===== config.mk =====
export PLATFORM = sky130hd
export DESIGN_NAME = fp_div_seq_flat
export DESIGN_NICKNAME = d
export VERILOG_FILES = /design/src/rtl/fp_div_if.sv /design/src/rtl/fp_div_seq.sv /design/src/flat_wrapper.sv
export SDC_FILE = /design/constraint.sdc
export NUM_CORES = 1
export LEC_CHECK = 0
export CELL_PAD_IN_SITES_DETAIL_PLACEMENT = 2
export CELL_PAD_IN_SITES_GLOBAL_PLACEMENT = 2
export CORE_AREA = 3 3 166 201
export CTS_BUF_LIST = sky130_fd_sc_hd__clkbuf_2
export DETAILED_ROUTE_END_ITERATION = 7
export DIE_AREA = 0 0 169 204
export GPL_ROUTABILITY_DRIVEN = 0
export PLACE_DENSITY = 0.79
export SLEW_MARGIN = 20
export SYNTH_ARGS = -nofsm -noshare
export SYNTH_HDL_FRONTEND = slang
export SYNTH_SLANG_ARGS = --single-unit

===== constraint.sdc =====
create_clock -name clk -period 9.52 [get_ports clk]
set_input_delay 1.428 -clock clk [delete_from_list [all_inputs] [get_ports clk]]
set_output_delay 1.428 -clock clk [all_outputs]
set_load 0.005 [all_outputs]

===== src/rtl/fp_div_if.sv =====
`default_nettype none
// +-------------------------------------------------------------------------+
// | fp_div_if : operand/result handshake bundle for the binary32 divider     |
// | Revision  : 1.0                                                         |
// +-------------------------------------------------------------------------+
interface fp_div_if;
  logic        in_valid;
  logic        in_ready;
  logic [31:0] fp_X;
  logic [31:0] fp_Y;
  logic [2:0]  r_mode;
  logic        out_valid;
  logic        out_ready;
  logic [31:0] fp_Z;
  logic        ovrf;
  logic        udrf;
  logic        dz;
  logic        nv;

  modport slave (
    input  in_valid, fp_X, fp_Y, r_mode, out_ready,
    output in_ready, out_valid, fp_Z, ovrf, udrf, dz, nv
  );

  modport master (
    output in_valid, fp_X, fp_Y, r_mode, out_ready,
    input  in_ready, out_valid, fp_Z, ovrf, udrf, dz, nv
  );
endinterface
`default_nettype wire


===== src/rtl/fp_div_seq.sv =====
`default_nettype none
// +-------------------------------------------------------------------------+
// | fp_div_seq : sequential binary32 divider, radix-2 restoring, 1 bit/cycle |
// | Revision   : 1.0                                                        |
// +-------------------------------------------------------------------------+
module fp_div_seq #(
  parameter int EXP_W = 8,
  parameter int FRC_W = 23
) (
  input wire     clk,
  input wire     rst_n,
  fp_div_if.slave bus
);

  localparam int QB    = FRC_W + 4;
  localparam int MW    = FRC_W + 1;
  localparam int EW    = EXP_W + 2;
  localparam int CNT_W = $clog2(QB);
  localparam int BIAS  = (1 << (EXP_W - 1)) - 1;
  localparam int W     = 1 + EXP_W + FRC_W;

  localparam logic [EXP_W-1:0] EXP_ONES  = '1;
  localparam logic [EW-1:0]    E_OVF     = EW'((1 << EXP_W) - 1);
  localparam logic [W-2:0]     MAG_INF   = {EXP_ONES, {FRC_W{1'b0}}};
  localparam logic [W-2:0]     MAG_MAX   = {{(EXP_W-1){1'b1}}, 1'b0, {FRC_W{1'b1}}};
  localparam logic [W-1:0]     QNAN      = {1'b0, EXP_ONES, 1'b1, {(FRC_W-1){1'b0}}};

  localparam logic [2:0] RM_RNE = 3'd0;
  localparam logic [2:0] RM_RTZ = 3'd1;
  localparam logic [2:0] RM_RDN = 3'd2;
  localparam logic [2:0] RM_RUP = 3'd3;
  localparam logic [2:0] RM_RMM = 3'd4;

  typedef enum logic [1:0] {S_IDLE, S_DIV, S_ROUND, S_DONE} state_t;

  state_t           state_q, state_d;
  logic             sign_q, sign_d;
  logic [2:0]       mode_q, mode_d;
  logic [EW-1:0]    exp_q, exp_d;
  logic [MW-1:0]    my_q, my_d;
  logic [MW:0]      rem_q, rem_d;
  logic [QB-1:0]    quo_q, quo_d;
  logic [CNT_W-1:0] cnt_q, cnt_d;
  logic [W-1:0]     z_q, z_d;
  logic             ovrf_q, ovrf_d, udrf_q, udrf_d, dz_q, dz_d, nv_q, nv_d;
  logic             out_valid_q, out_valid_d;

  // Operand field decode; exponent zero covers both zero and subnormal (flushed).
  logic [EXP_W-1:0] w_ex, w_ey;
  logic [FRC_W-1:0] w_fx, w_fy;
  logic             w_x_zero, w_y_zero, w_x_inf, w_y_inf, w_x_nan, w_y_nan, w_sign;

  assign w_ex     = bus.fp_X[W-2 -: EXP_W];
  assign w_ey     = bus.fp_Y[W-2 -: EXP_W];
  assign w_fx     = bus.fp_X[FRC_W-1:0];
  assign w_fy     = bus.fp_Y[FRC_W-1:0];
  assign w_sign   = bus.fp_X[W-1] ^ bus.fp_Y[W-1];
  assign w_x_zero = (w_ex == '0);
  assign w_y_zero = (w_ey == '0);
  assign w_x_inf  = (w_ex == EXP_ONES) && (w_fx == '0);
  assign w_y_inf  = (w_ey == EXP_ONES) && (w_fy == '0);
  assign w_x_nan  = (w_ex == EXP_ONES) && (w_fx != '0);
  assign w_y_nan  = (w_ey == EXP_ONES) && (w_fy != '0);

  // One restoring step: remainder always fits MW bits after a successful subtract.
  logic          w_qbit;
  logic [MW-1:0] w_rem_keep;

  assign w_qbit     = (rem_q >= {1'b0, my_q});
  assign w_rem_keep = w_qbit ? MW'(rem_q - {1'b0, my_q}) : rem_q[MW-1:0];

  logic [FRC_W-1:0] w_frac;
  logic             w_g, w_s, w_inc;
  logic [EW-1:0]    w_e, w_e_rnd;
  logic [FRC_W:0]   w_sum;
  logic             w_ovf, w_udf;
  logic [W-2:0]     w_ovf_mag;

  always_comb begin
    if (quo_q[QB-1]) begin
      w_frac = quo_q[QB-2:3];
      w_g    = quo_q[2];
      w_s    = (|quo_q[1:0]) | (|rem_q);
      w_e    = exp_q;
    end else begin
      w_frac = quo_q[QB-3:2];
      w_g    = quo_q[1];
      w_s    = quo_q[0] | (|rem_q);
      w_e    = exp_q - EW'(1);
    end

    case (mode_q)
      RM_RTZ:  w_inc = 1'b0;
      RM_RDN:  w_inc = sign_q & (w_g | w_s);
      RM_RUP:  w_inc = ~sign_q & (w_g | w_s);
      RM_RMM:  w_inc = w_g;
      default: w_inc = w_g & (w_s | w_frac[0]);
    endcase

    w_sum   = {1'b0, w_frac} + {{FRC_W{1'b0}}, w_inc};
    w_e_rnd = w_sum[FRC_W] ? (w_e + EW'(1)) : w_e;
    w_ovf   = ~w_e_rnd[EW-1] && (w_e_rnd >= E_OVF);
    w_udf   = w_e_rnd[EW-1] || (w_e_rnd == '0);

    case (mode_q)
      RM_RTZ:  w_ovf_mag = MAG_MAX;
      RM_RDN:  w_ovf_mag = sign_q ? MAG_INF : MAG_MAX;
      RM_RUP:  w_ovf_mag = sign_q ? MAG_MAX : MAG_INF;
      default: w_ovf_mag = MAG_INF;
    endcase
  end

  always_comb begin
    state_d     = state_q;
    sign_d      = sign_q;
    mode_d      = mode_q;
    exp_d       = exp_q;
    my_d        = my_q;
    rem_d       = rem_q;
    quo_d       = quo_q;
    cnt_d       = cnt_q;
    z_d         = z_q;
    ovrf_d      = ovrf_q;
    udrf_d      = udrf_q;
    dz_d        = dz_q;
    nv_d        = nv_q;
    out_valid_d = out_valid_q;

    case (state_q)
      S_IDLE: begin
        if (bus.in_valid) begin
          sign_d  = w_sign;
          mode_d  = (bus.r_mode > RM_RMM) ? RM_RNE : bus.r_mode;
          exp_d   = {2'b00, w_ex} - {2'b00, w_ey} + EW'(BIAS);
          my_d    = {1'b1, w_fy};
          rem_d   = {2'b01, w_fx};
          quo_d   = '0;
          cnt_d   = CNT_W'(QB - 1);
          z_d     = '0;
          ovrf_d  = 1'b0;
          udrf_d  = 1'b0;
          dz_d    = 1'b0;
          nv_d    = 1'b0;
          state_d = S_DONE;
          if (w_x_nan || w_y_nan || (w_x_zero && w_y_zero) || (w_x_inf && w_y_inf)) begin
            z_d  = QNAN;
            nv_d = 1'b1;
          end else if (w_x_inf) begin
            z_d = {w_sign, MAG_INF};
          end else if (w_y_zero) begin
            z_d  = {w_sign, MAG_INF};
            dz_d = 1'b1;
          end else if (w_x_zero || w_y_inf) begin
            z_d = {w_sign, {(W-1){1'b0}}};
          end else begin
            state_d = S_DIV;
          end
        end
      end
      S_DIV: begin
        quo_d = {quo_q[QB-2:0], w_qbit};
        rem_d = {w_rem_keep, 1'b0};
        cnt_d = cnt_q - CNT_W'(1);
        if (cnt_q == '0) state_d = S_ROUND;
      end
      S_ROUND: begin
        if (w_ovf) begin
          z_d    = {sign_q, w_ovf_mag};
          ovrf_d = 1'b1;
        end else if (w_udf) begin
          z_d    = {sign_q, {(W-1){1'b0}}};
          udrf_d = 1'b1;
        end else begin
          z_d = {sign_q, w_e_rnd[EXP_W-1:0], w_sum[FRC_W-1:0]};
        end
        state_d = S_DONE;
      end
      default: begin
        // First DONE cycle raises out_valid; the result registers are already settled.
        if (!out_valid_q) begin
          out_valid_d = 1'b1;
        end else if (bus.out_ready) begin
          out_valid_d = 1'b0;
          state_d     = S_IDLE;
        end
      end
    endcase
  end

  always_ff @(posedge clk or negedge rst_n) begin
    if (!rst_n) begin
      state_q     <= S_IDLE;
      sign_q      <= 1'b0;
      mode_q      <= '0;
      exp_q       <= '0;
      my_q        <= '0;
      rem_q       <= '0;
      quo_q       <= '0;
      cnt_q       <= '0;
      z_q         <= '0;
      ovrf_q      <= 1'b0;
      udrf_q      <= 1'b0;
      dz_q        <= 1'b0;
      nv_q        <= 1'b0;
      out_valid_q <= 1'b0;
    end else begin
      state_q     <= state_d;
      sign_q      <= sign_d;
      mode_q      <= mode_d;
      exp_q       <= exp_d;
      my_q        <= my_d;
      rem_q       <= rem_d;
      quo_q       <= quo_d;
      cnt_q       <= cnt_d;
      z_q         <= z_d;
      ovrf_q      <= ovrf_d;
      udrf_q      <= udrf_d;
      dz_q        <= dz_d;
      nv_q        <= nv_d;
      out_valid_q <= out_valid_d;
    end
  end

  assign bus.in_ready  = (state_q == S_IDLE);
  assign bus.out_valid = out_valid_q;
  assign bus.fp_Z      = z_q;
  assign bus.ovrf      = ovrf_q;
  assign bus.udrf      = udrf_q;
  assign bus.dz        = dz_q;
  assign bus.nv        = nv_q;

endmodule
`default_nettype wire


===== src/flat_wrapper.sv =====
// flat-port wrapper written by rule: the top's interface ports become plain ports
module fp_div_seq_flat 
#(
  parameter int EXP_W = 8,
  parameter int FRC_W = 23
)
  (clk, rst_n, bus_in_valid, bus_fp_X, bus_fp_Y, bus_r_mode, bus_out_ready, bus_in_ready, bus_out_valid, bus_fp_Z, bus_ovrf, bus_udrf, bus_dz, bus_nv);
  fp_div_if bus_i ();
  input wire clk;
  input wire rst_n;
  input wire logic [$bits(bus_i.in_valid)-1:0] bus_in_valid;
  input wire logic [$bits(bus_i.fp_X)-1:0] bus_fp_X;
  input wire logic [$bits(bus_i.fp_Y)-1:0] bus_fp_Y;
  input wire logic [$bits(bus_i.r_mode)-1:0] bus_r_mode;
  input wire logic [$bits(bus_i.out_ready)-1:0] bus_out_ready;
  output wire logic [$bits(bus_i.in_ready)-1:0] bus_in_ready;
  output wire logic [$bits(bus_i.out_valid)-1:0] bus_out_valid;
  output wire logic [$bits(bus_i.fp_Z)-1:0] bus_fp_Z;
  output wire logic [$bits(bus_i.ovrf)-1:0] bus_ovrf;
  output wire logic [$bits(bus_i.udrf)-1:0] bus_udrf;
  output wire logic [$bits(bus_i.dz)-1:0] bus_dz;
  output wire logic [$bits(bus_i.nv)-1:0] bus_nv;
  assign bus_i.in_valid = bus_in_valid;
  assign bus_i.fp_X = bus_fp_X;
  assign bus_i.fp_Y = bus_fp_Y;
  assign bus_i.r_mode = bus_r_mode;
  assign bus_i.out_ready = bus_out_ready;
  assign bus_in_ready = bus_i.in_ready;
  assign bus_out_valid = bus_i.out_valid;
  assign bus_fp_Z = bus_i.fp_Z;
  assign bus_ovrf = bus_i.ovrf;
  assign bus_udrf = bus_i.udrf;
  assign bus_dz = bus_i.dz;
  assign bus_nv = bus_i.nv;
  fp_div_seq #(.EXP_W(EXP_W), .FRC_W(FRC_W)) u_core (.clk(clk), .rst_n(rst_n), .bus(bus_i));
endmodule

==> results of run 1 <==
## tightest hold or removal path, stage by stage, from the launching register on
cell and delay [ps]:
dfrtp_1 370, inv_1 50, nand2_1 50
## power groups by stage
| stage | Clock, mW | Combinational (mW) | Sequential (mW) |
|---|---|---|---|
| after CTS | 0.371 | 2.20 | 0.989 |
| after detailed placement | 0 | 2.18 | 1.00 |
| after floorplan | 0 | 1.58 | 0.903 |
| final | 0.353 | 2.18 | 0.986 |
| after global placement | 0 | 2.11 | 0.991 |
| after global routing | 0.394 | 2.44 | 1.02 |
## registers in the layout (all words and copies together), names as in the netlist
name                  count
u_core.mode_q             3
u_core.exp_q             10
u_core.quo_q             27
u_core.bus.fp_Z          32
u_core.bus.dz             1
u_core.bus.nv             1
u_core.state_q            2
u_core.rem_q             25
u_core.bus.udrf           1
u_core.bus.ovrf           1
u_core.bus.out_valid      1
u_core.sign_q             1
u_core.my_q              24
u_core.cnt_q              5
## cell usage in the layout (no fill, tap or decap), types with 7 or more instances in the layout
cell type          n
nor4b_1            7
mux2_2            29
clkbuf_2          17
xnor2_1           50
nand2_1           98
xor2_1            26
a221o_1           25
ha_1              43
dfrtp_1          133
and3_1             8
a22o_1            19
o21a_1            15
clkdlybuf4s50_1  107
a21oi_1           43
a211oi_1          18
o31ai_1            9
nand3_1           26
nor3_1            22
nand4_1           16
or3_1             11
o21ai_0           70
a21o_1            25
nand2b_1          10
buf_4             11
mux2i_1           28
nor4_1            29
nor2b_1            7
nor2_1            67
inv_1             58
## worst max-delay path by stage
stage / to / cells after the start / from
detailed placement: u_core.bus.fp_Z[1]$_DFFE_PN0P_ / 17 / u_core.quo_q[26]$_DFFE_PN0P_
global route: u_core.bus.fp_Z[20]$_DFFE_PN0P_ / 17 / u_core.quo_q[26]$_DFFE_PN0P_
floorplan: u_core.bus.fp_Z[23]$_DFFE_PN0P_ / 19 / u_core.quo_q[26]$_DFFE_PN0P_
finish: u_core.bus.fp_Z[21]$_DFFE_PN0P_ / 17 / u_core.quo_q[26]$_DFFE_PN0P_
global placement: u_core.bus.fp_Z[9]$_DFFE_PN0P_ / 17 / u_core.quo_q[26]$_DFFE_PN0P_
CTS: u_core.bus.fp_Z[20]$_DFFE_PN0P_ / 17 / u_core.quo_q[26]$_DFFE_PN0P_
## routing by layer
layer	track usage (%)	vias to the layer above
met5	0	-
met1	22.1	4295
li1	-	4006
met2	32.8	121
met3	2.81	32
met4	5.36	0
## cell type report
type / count / area, sq um
Antenna cell: 2 / 5.00
Clock buffer: 17 / 85.1
Clock inverter: 15 / 139
Fill cell: 3515 / 20300
Inverter: 59 / 221
Multi-Input combinational cell: 800 / 5620
Sequential cell: 134 / 3350
Tap cell: 401 / 502
Timing Repair Buffer: 119 / 1160
## metrics by stage
step | instance area [sq um] | utilization (%)
after floorplan | 9440 | -
after detailed placement | 10900 | 34.6
final | 11100 | 35.4
after CTS | 11100 | 35.4
after global routing | 11100 | 35.4
after global placement | 10900 | 34.6
## cells by family after synthesis
family	Yosys count	share of synthesized area, %
and+or+nand+nor	329	17.6
AOI/OAI and AO/OA	291	21.8
adders and majority gates	46	6.23
xor gates and xnor gates	77	7.23
muxes	57	6.43
buffers and inverters	119	5.13
DFF	134	35.5
==> qor.yml, run 1 <==
num_rows: 71
yosys_warnings: 0
routedWlPerCell_microns: 20.0
dr.max_layer_used: "met4"
synth-seq-cells: 134
post-place-ws_ps: 4410
cts_made_buffers: 17
antenna_found_initial: 2
dr_total_vias: 8454
cts_tree: "yes"
start_util_pct: 30.1
async_reset_ff_share_pct: 100
dp_hpwl_microns: 23400
syn_inst: 1053
synth_edf_count: 0
cp_cell_sequence: "buf_4 -> a211oi_1 -> nand4_1 -> or3_1 -> maj3_1 -> nand2_1 -> a21oi_1 -> ha_1 -> nand2_1 -> a2111o_1 -> or4_1 -> or4_4 -> nor2_1 -> xnor2_1 -> a31o_4 -> and3b_1 -> a221o_1"
outcome: "finished clean"
seq_area_frac_synth_pct: 35.5
cts_root_buf: "clkbuf_2"
post_cts_buffers: 0
grt.overflow.total: 0
synth_most_common_cell: "dfrtp_1"
crit_buf_inv: 1
fin_hold_ws_ps: 490
clockBufferDepth: 2
ff2ff_path_depth: 17
die_x_microns: 169
h-tree-depth: 4
regToRegStartpoint: "u_core.quo_q[26]$_DFFE_PN0P_"
clk_pin_slew_worst_paths_ps: 240
synth_ff_type: "dfrtp_1"
ant_nets: 0
layout_setup_ws_ps: 4340
cts_resized: 0
grt_max_degree: 82
max_cap_violations: 0
p_int_mw: 1.81
r2r_slack_ps: 4340
slew_viol_final: 0
p_seq_share_pct: 28.0
layout.nets: 1247
wl_met2_microns: 16100
p_leak_nw: 4.58
finalCriticalPeriod_ps: 5180
place_inst: 1513
finalNonFillerCells: 1547
final_hold_viol_count: 0
rsz0062_at_grt: "no"
syn_nets: 1169
yosysTopAreaCell: "dfrtp_1"
dieArea_sq_mm: 0.0345
min_period_over_period_pct: 54.4
routed_wl_microns: 30900
skew_ps: 34.3
cp_max_fo: 61
ys_top_cells_by_count: "dfrtp_1 (134), nand2_1 (99), o21ai_0 (70)"
worst_slew_pin_slew_ps: 1000
synth_area_leaders: "dfrtp_1 (36%), ha_1 (5.7%), xnor2_1 (4.6%)"
met1_length_microns: 13400
routed_via_density: 5.46
max_stage_delay_ps: 710
hold_buffers: 0
post-route-drc-count: 0
die_h_microns: 204
arrival_ps: 5860
first_pass_iters: 4
power_mw: 3.52
avgSynthCellArea_sq_um: 8.96
whs_path_depth: 2
min_path_type: "register to register"
p_sw_share_pct: 48.7
power.share.clock_pct: 10.0
grt_first_pass_wirelength_microns: 50500
worstSetupStartpointType: "register"
grt_use_total_pct: 18.1
core_sq_mm: 0.0314
whs_endpoint: "u_core.my_q[23]$_DFFE_PN0P_"
setup_tns_ps: 0
vdd_ir_drop_max_mv: 0.140
synth_area_sq_mm: 0.00944
final_layout_size_suffix_gt1_share_pct: 7.87
grt_pass1_vias: 9385
syn2layout_area_growth_pct: 17.6
hp-start: "u_core.my_q[23]$_DFFE_PN0P_"
io_buffers: 108
setup_viol: 0
ios: 109
cp_top_family: "simple AND/OR/NAND/NOR gates"
yosysUniqueCellTypes: 76
slowest_stage: "and3b_1"
cp-end-kind: "register"
yosys.area.top_type_share_pct: 35.5
worstReg2RegEnd: "u_core.bus.fp_Z[21]$_DFFE_PN0P_"
fmax_ghz: 0.193
switchingPower_mw: 1.71
power.share.combinational_pct: 62.0
cp_data_required_time_ps: 10200
wl_met3_microns: 778
pwr_density_cell_mw_per_mm2: 317
path_common_cell: "nand2_1"
clk_latency_ps: 750
initialDrtViolationCount: 336
slew_headroom_pct: 32.9
clock_sinks: 134
critPathKind: "register to register"
(Power assumes the default switching activity.)
==> run 2: changes to the inputs <==
Settings changed: PLACE_DENSITY 0.79 to 0.82.
Clock period 9.52 ns to 4.3 ns, I/O delays scaled along.
==> run 2 against run 1 <==
  * Setup slack worse by 4200 ps
  * Clock skew increased by 1.0 ps
  * Clock-buffer cell count did not move
  * Utilization rose by 1.3 points
  * Register-to-register slack got worse by 4200 ps
  * Critical path depth did not move
  * Die area is the same
  * Wire length rose by 7.9%
  * Sequential power up 120%
==> qor.yml, run 2 (synthesis results as in run 1) <==
routed_wl_microns: 33300
stdcell_area_sq_mm: 0.0115
mostFrequentLayoutCells: "dfrtp_1 (131), clkdlybuf4s50_1 (107), nand2_1 (97), o21ai_0 (70), nor2_1 (66)"
arrival_ps: 4880
post-route-drc-count: 0
pwr_density_cell_mw_per_mm2: 719
grt_max_degree: 83
seqCellArea_sq_mm: 0.00336
worstReg2RegEnd: "u_core.bus.fp_Z[3]$_DFFE_PN0P_"
cp_max_fo: 22
ant_nets: 0
cp_data_required_time_ps: 4990
final_layout_size_suffix_gt1_share_pct: 12.3
dp_hpwl_microns: 25200
path_common_cell: "or4_4"
grt_use_total_pct: 19.5
cts_root_buf: "clkbuf_2"
grt_pass1_vias: 9581
final_hold_viol_count: 0
largest_reg_flops: 32
start_util_pct: 30.1
ios: 109
max_stage_delay_ps: 530
core_sq_mm: 0.0314
grt_first_pass_wirelength_microns: 53500
finalCriticalPeriod_ps: 4190
cts_made_buffers: 17
die_h_microns: 204
dpl_cell_area_sq_mm: 0.0111
crit_buf_inv: 1
io_buffers: 108
clock_sinks: 134
worst_slew_pin_slew_ps: 1060
initialDrtViolationCount: 291
vdd_ir_drop_max_mv: 0.316
first_pass_iters: 4
dr_total_vias: 8717
clk_latency_ps: 820
setup_viol: 0
cts_tree: "yes"
r2r_slack_ps: 110
cp-end-kind: "register"
syn2layout_area_growth_pct: 21.9
min_period_over_period_pct: 97.4
slew_headroom_pct: 28.8
ff2ff_path_depth: 17
critPathKind: "register to register"
skew_ps: 35.3
die_x_microns: 169
regToRegStartpoint: "u_core.rem_q[12]$_DFFE_PN0P_"
multi_input_area_sq_mm: 0.00570
outcome: "finished clean"
h-tree-depth: 4
min_path_type: "input pin to asynchronous set/reset pin"
slew_viol_final: 0
clk_pin_slew_worst_paths_ps: 210
worstSetupStartpointType: "register"
max_cap_violations: 0
layout.nets: 1284
final_common_cell: "dfrtp_1"
cp_top_family: "simple AND/OR/NAND/NOR gates"
num_rows: 71
clockBufferDepth: 2
cp_cell_sequence: "nor4_4 -> nand4_1 -> or3_1 -> maj3_1 -> nand2_1 -> a21oi_2 -> ha_2 -> nand2_2 -> a2111o_1 -> or4_4 -> or4_4 -> nor2_4 -> xnor2_2 -> a31o_4 -> and3b_1 -> buf_12 -> a221o_1"
p_leak_nw: 4.78
fillers: 3475
post-place-ws_ps: -26.4
grt.overflow.total: 0
rsz0062_at_grt: "yes"
slowest_stage: "dfrtp_1"
dieArea_sq_mm: 0.0345
antenna_found_initial: 1
fmax_ghz: 0.239
layout_setup_ws_ps: 113
routed_via_density: 5.51
routedWlPerCell_microns: 21.1
-- run 2: how the worst max path moves through the flow --
stage	start	endpoint	depth (start not counted)
2_1_floorplan	u_core.quo_q[26]$_DFFE_PN0P_	u_core.bus.fp_Z[1]$_DFFE_PN0P_	22
3_3_place_gp	u_core.rem_q[3]$_DFFE_PN0P_	u_core.bus.fp_Z[5]$_DFFE_PN0P_	17
3_5_place_dp	u_core.rem_q[3]$_DFFE_PN0P_	u_core.bus.fp_Z[13]$_DFFE_PN0P_	17
4_1_cts	u_core.rem_q[16]$_DFFE_PN0P_	u_core.bus.fp_Z[3]$_DFFE_PN0P_	17
5_1_grt	u_core.quo_q[1]$_DFFE_PN0P_	u_core.bus.fp_Z[23]$_DFFE_PN0P_	17
6_report	u_core.rem_q[12]$_DFFE_PN0P_	u_core.bus.fp_Z[3]$_DFFE_PN0P_	17
-- run 2: cell type report --
cell class	count	share of cell area, %
inverters	59	1.92
repair buffers	156	12.9
diodes	1	0.0218
multi-input cells	800	49.5
clock buffers	17	0.740
clock inverters	15	1.35
flip-flops and latches	134	29.2
well taps	401	4.36
-- run 2: layer usage --
layer	part of all wire (%)	global-route usage (%)	vias to the layer above
met5	0	0	-
met4	3.6	8.38	0
met3	2.2	2.59	53
met2	52	35.3	131
met1	42	22.9	4454
li1	-	-	4079
-- run 2: where the power goes --
part | total, mW | internal [mW] | switching [mW]
sequential | 2.17 | 1.70 | 0.471
clock | 0.823 | 0.267 | 0.555
combinational | 5.28 | 2.25 | 3.03
-- run 2: through the flow --
stage | TNS, ps | power [mW] | hold slack (ps) | util, % | instances
3_5_place_dp | -89.8 | 7.32 | 487 | 35.4 | 1537
2_1_floorplan | -534 | 5.49 | 349 | - | 1053
6_report | 0 | 8.28 | 410 | 36.7 | 1583
5_1_grt | -759 | 8.97 | 397 | 36.7 | 1583
4_1_cts | 0 | 8.21 | 403 | 36.3 | 1573
3_3_place_gp | 0 | 7.02 | 437 | 35.4 | 1537
-- run 2: repair_timing --
action                                  in CTS  in global routing
cloned                                       0                  0
pin swaps                                    0                  4
gates resized for setup                      3                 13
setup buffers                                3                  9
hold endpoints to repair                    80                  0
endpoints found under the setup margin      23                 31
hold buffers                                 1                  0
